File: src/rtl/shift_add_multiplier_if.sv
// Operand/product handshake bundle for the shift-and-add multiplier.
// The slave modport is the multiplier; the master modport is the producer/consumer side.
interface shift_add_multiplier_if #(
  parameter int DATA_WIDTH = 8
);
  logic                    in_valid;
  logic                    in_ready;
  logic [DATA_WIDTH-1:0]   inData_A;
  logic [DATA_WIDTH-1:0]   inData_B;
  logic                    out_valid;
  logic                    out_ready;
  logic [2*DATA_WIDTH-1:0] outData;

  modport slave (
    input  in_valid, inData_A, inData_B, out_ready,
    output in_ready, out_valid, outData
  );

  modport master (
    output in_valid, inData_A, inData_B, out_ready,
    input  in_ready, out_valid, outData
  );
endinterface

File: src/rtl/shift_add_multiplier.sv
// Sequential unsigned shift-and-add multiplier: one partial product per cycle,
// fixed DATA_WIDTH-cycle latency, valid/ready handshake on both sides.
module shift_add_multiplier #(
  parameter int DATA_WIDTH = 8
) (
  input  logic                  clk,
  input  logic                  rst_n,
  shift_add_multiplier_if.slave bus
);

  localparam int PW = 2 * DATA_WIDTH;
  localparam int CW = (DATA_WIDTH > 1) ? $clog2(DATA_WIDTH) : 1;
  localparam logic [CW-1:0] LAST = CW'(DATA_WIDTH - 1);

  localparam logic [1:0] S_IDLE = 2'd0;
  localparam logic [1:0] S_BUSY = 2'd1;
  localparam logic [1:0] S_DONE = 2'd2;

  logic [1:0]            state_q,    state_d;
  logic [PW-1:0]         mcand_q,    mcand_d;
  logic [DATA_WIDTH-1:0] mplier_q,   mplier_d;
  logic [PW-1:0]         acc_q,      acc_d;
  logic [CW-1:0]         count_q,    count_d;
  logic [PW-1:0]         out_data_q, out_data_d;

  always_comb begin
    state_d    = state_q;
    mcand_d    = mcand_q;
    mplier_d   = mplier_q;
    acc_d      = acc_q;
    count_d    = count_q;
    out_data_d = out_data_q;
    case (state_q)
      S_IDLE: begin
        if (bus.in_valid) begin
          mcand_d  = {{DATA_WIDTH{1'b0}}, bus.inData_A};
          mplier_d = bus.inData_B;
          acc_d    = '0;
          count_d  = '0;
          state_d  = S_BUSY;
        end
      end
      S_BUSY: begin
        if (mplier_q[0]) acc_d = acc_q + mcand_q;
        mcand_d  = mcand_q << 1;
        mplier_d = mplier_q >> 1;
        count_d  = count_q + CW'(1);
        // Product is latched separately so outData survives the next accept clearing acc.
        if (count_q == LAST) begin
          out_data_d = acc_d;
          state_d    = S_DONE;
        end
      end
      S_DONE: begin
        if (bus.out_ready) state_d = S_IDLE;
      end
      default: state_d = S_IDLE;
    endcase
  end

  always_ff @(posedge clk) begin
    if (!rst_n) begin
      state_q    <= S_IDLE;
      mcand_q    <= '0;
      mplier_q   <= '0;
      acc_q      <= '0;
      count_q    <= '0;
      out_data_q <= '0;
    end else begin
      state_q    <= state_d;
      mcand_q    <= mcand_d;
      mplier_q   <= mplier_d;
      acc_q      <= acc_d;
      count_q    <= count_d;
      out_data_q <= out_data_d;
    end
  end

  assign bus.in_ready  = (state_q == S_IDLE);
  assign bus.out_valid = (state_q == S_DONE);
  assign bus.outData   = out_data_q;

endmodule

File: src/flat_wrapper.sv
// flat-port wrapper written by rule: the top's interface ports become plain ports
module shift_add_multiplier_flat 
#(
  parameter int DATA_WIDTH = 8
)
  (clk, rst_n, bus_in_valid, bus_inData_A, bus_inData_B, bus_out_ready, bus_in_ready, bus_out_valid, bus_outData);
  shift_add_multiplier_if #(.DATA_WIDTH(DATA_WIDTH)) bus_i ();
  input  logic clk;
  input  logic rst_n;
  input wire logic [$bits(bus_i.in_valid)-1:0] bus_in_valid;
  input wire logic [$bits(bus_i.inData_A)-1:0] bus_inData_A;
  input wire logic [$bits(bus_i.inData_B)-1:0] bus_inData_B;
  input wire logic [$bits(bus_i.out_ready)-1:0] bus_out_ready;
  output wire logic [$bits(bus_i.in_ready)-1:0] bus_in_ready;
  output wire logic [$bits(bus_i.out_valid)-1:0] bus_out_valid;
  output wire logic [$bits(bus_i.outData)-1:0] bus_outData;
  assign bus_i.in_valid = bus_in_valid;
  assign bus_i.inData_A = bus_inData_A;
  assign bus_i.inData_B = bus_inData_B;
  assign bus_i.out_ready = bus_out_ready;
  assign bus_in_ready = bus_i.in_ready;
  assign bus_out_valid = bus_i.out_valid;
  assign bus_outData = bus_i.outData;
  shift_add_multiplier #(.DATA_WIDTH(DATA_WIDTH)) u_core (.clk(clk), .rst_n(rst_n), .bus(bus_i));
endmodule
File: config.mk
export PLATFORM = sky130hd
export DESIGN_NAME = shift_add_multiplier_flat
export DESIGN_NICKNAME = d
export VERILOG_FILES = /design/src/rtl/shift_add_multiplier_if.sv /design/src/rtl/shift_add_multiplier.sv /design/src/flat_wrapper.sv
export SDC_FILE = /design/constraint.sdc
export NUM_CORES = 1
export LEC_CHECK = 0
export ABC_AREA = 1
export CELL_PAD_IN_SITES_DETAIL_PLACEMENT = 1
export CELL_PAD_IN_SITES_GLOBAL_PLACEMENT = 2
export CORE_MARGIN = 2
export CORE_UTILIZATION = 31
export DETAILED_ROUTE_END_ITERATION = 10
export HOLD_SLACK_MARGIN = 0.02
export PLACE_DENSITY = 0.81
export SYNTH_ARGS = -nofsm -noshare
export SYNTH_HDL_FRONTEND = slang
export SYNTH_SLANG_ARGS = --single-unit
File: constraint.sdc
create_clock -name clk -period 2.05 [get_ports clk]
set_input_delay 0.615 -clock clk [delete_from_list [all_inputs] [get_ports clk]]
set_output_delay 0.615 -clock clk [all_outputs]
set_load 0.02 [all_outputs]
==> reports/metrics.csv <==
stage;metric;value;unit
status;outcome;complete, no violations;
timing;fmax;0.520;GHz
timing;slew_viol_final;0;
cells_and_area;drive_gt1_frac;0.0934;
timing;fin_skew;0.00684;ns
yosys;ys.flop_type;dfxtp_1;
setup_path;cp-end-kind;primary output;
yosys;synth_seq_cells;61;
clocking;hold_buffers;0;
global_routing;grt_max_degree;30;
clocking;clock-root-buffer;clkbuf_8;
detailed_routing;vias;3312;
detailed_routing;ant_nets;0;
power_and_ir_drop;worst_ir_drop_vdd;326;uV
placed_design;portBuffers;37;
cells_and_area;antenna_cells;0;
setup_path;worstPathArrival;1.31;ns
placed_design;gp_congestion;0.769;
setup_path;cpLargestDelayFamily;buffers and inverters;
clocking;cts_tree;built;
yosys;synthXorXnorAreaFrac;0.0179;
detailed_routing;routed_wl;9.58;mm
clocking;cts-htree-levels;3;
timing;max_slew_margin;0.726;
yosys;synth_compound_area_frac;0.176;
hold_path;hold_path_class;reg -> reg;
yosys;seq_area_frac_synth;0.357;
yosys;synth_cell_types;33;
timing;min_period;1.92;ns
yosys;ys_warn_count;0;
setup_path;cp_slowest_cell;clkdlybuf4s50_1;
cells_and_area;areaGrowthSynthToFinish;22.0;%
global_routing;grt_usage;0.178;
clocking;clock_sinks;61;
timing;finalSetupTns;0;ns
die;die_h;109;um
die;start_util;0.317;
timing;report.final.hold_viol_count;0;
power_and_ir_drop;p_per_area;673;nW/um^2
clocking;clock_latency;0.34;ns
job;maxCapViolations;0;
yosys;synthArstFlopShare;0;
detailed_routing;wl_per_cell;14.0;um
yosys;synth_area;3420;sq um
yosys;synth_edf_count;0;
power_and_ir_drop;p_leak;0.00191;uW
die;pin_count;38;
yosys;syn_inst;504;
clocking;clkTransAtPathRegs;0.07;ns
die;num_rows;38;
die;die_w;109;um
placed_design;placed_area;3960;sq um
timing;worst_slew_pin_slew;0.411;ns
cells_and_area;final_cell_area;4180;sq um
yosys;synth_nets;542;
yosys;synthSimpleGateAreaFrac;0.280;
detailed_routing;firstDrtPassIters;4;
die;coreArea;10800;sq um
setup_path;path_max_fanout;2;
timing;finalCritPeriodShare;0.937;
timing;finalSetupViolCount;0;
yosys;synth_top_family_by_area;simple AND/OR/NAND/NOR gates;
yosys;synthAdderAreaFrac;0.0680;
setup_path;path_cells;clkdlybuf4s50_1;
detailed_routing;drtIter0Drc;109;
detailed_routing;drc_errors;0;
clocking;cts_buffer_depth;2;
global_routing;grt_pass1_vias;3492;
global_routing;grt.overflow.total;0;
placed_design;dp_hpwl;7.17;mm
timing;rsz0062_at_grt;false;
yosys;synth.area.mux_share;0;
setup_path;critPathLaunchType;flip-flop;
setup_path;crit_type;reg -> out;
yosys;syn_avg_cell_area;6.79;sq um
die;die_area;11900;sq um
global_routing;grt_pass1_wl;16.4;mm
global_routing;antenna_found_initial;0;
setup_path;critPathMaxStageDelay;0.62;ns
setup_path;cp_data_required_time;1.43;ns
cells_and_area;nets;581;
detailed_routing;viasPerCell;4.83;
clocking;cts_inserted_buffers;9;
setup_path;path_buf_inv;1;
sequential cells by signal, indices dropped and copies added (netlist names):
signal / count
u_core.state_q: 2
u_core.count_q: 3
u_core.mplier_q: 8
u_core.acc_q: 16
u_core.bus.outData: 16
u_core.mcand_q: 16
per-stage QoR:
| step | power, uW | instances | worst slack (ns) | hold WS (ns) | utilization |
|---|---|---|---|---|---|
| floorplan | 1570 | 504 | 0.322 | 0.433 | - |
| global placement | 1710 | 672 | 0.0433 | 0.453 | 0.367 |
| detailed placement | 1720 | 672 | 0.0317 | 0.468 | 0.367 |
| CTS | 2850 | 686 | 0.0136 | 0.477 | 0.385 |
| global route | 2970 | 686 | 0.000602 | 0.498 | 0.387 |
| finish | 2810 | 686 | 0.128 | 0.471 | 0.387 |
cell type report:
type	count	area, sq um
timing repair buffer	49	470
inverter	62	233
tap	140	175
multi-input combinational	360	1880
fill	1377	6620
sequential	61	1220
clock inverter	1	30.0
clock buffer	13	169
Yosys cell counts, drive strengths merged, types with 8 or more instances:
library cell  count  share of area
nand3            27          0.039
clkbuf           10          0.011
o22ai             8          0.015
o21ai            30          0.045
nand2           170           0.19
nor2             19          0.033
ha               17          0.062
buf              11          0.023
a21oi            49          0.073
or2               8          0.015
dfxtp            61           0.36
inv              62          0.068
power breakdown:
| part | total (uW) | switching, uW | leakage, uW | internal (uW) |
|---|---|---|---|---|
| logic | 415 | 251 | 0.00131 | 164 |
| registers | 1270 | 39.5 | 0.000496 | 1230 |
| clock network | 1130 | 477 | 0.000102 | 649 |
| total | 2810 | 768 | 0.00191 | 2040 |
routing by layer:
layer  track usage  vias up  part of all wire  wire length, um
li1              -     1697                 -                -
met1         0.200     1553              0.44             4240
met2         0.334       44              0.51             4920
met3        0.0377       18             0.025              236
met4        0.0559        0             0.019              180
met5             0        -                 0                0
kinds of logic (layout without fill, tap and decap cells):
| group | count (synthesis) | after routing |
|---|---|---|
| xor+xnor | 7 | 7 |
| buf+inv | 83 | 125 |
| simple gates | 227 | 227 |
| flops | 61 | 61 |
| fa+ha+maj | 18 | 18 |
| compound gates | 108 | 108 |
cell usage in the layout (no fill, tap or decap), types with 8 or more instances in the layout:
cell / synthesis / final
ha_1: 17 / 16
or2_2: 8 / 8
clkbuf_8: 0 / 12
nand2_1: 169 / 167
nor2_1: 15 / 15
clkdlybuf4s50_1: 0 / 35
inv_1: 58 / 58
o22ai_1: 8 / 8
dfxtp_1: 61 / 60
buf_4: 3 / 11
nand3_1: 27 / 26
o21ai_0: 25 / 24
a21oi_1: 48 / 48
worst paths after layout:
path | from | end | slack (ns) | cells after the start
worst max-delay path | u_core.bus.outData[0] | bus_outData[0] | 0.13 | 1
worst min-delay path | u_core.mplier_q[7] | u_core.mplier_q[7] | 0.47 | 2
worst max register to register | u_core.mcand_q[0] | u_core.bus.outData[4] | 0.20 | 9
worst min register to register | u_core.mplier_q[7] | u_core.mplier_q[7] | 0.47 | 2
timing repair:
action | 4_1_cts | 5_1_grt
buffers inserted | 0 | 0
resized for setup | 3 | 7
setup endpoints to repair | 2 | 10
(Power assumes the default switching activity.)
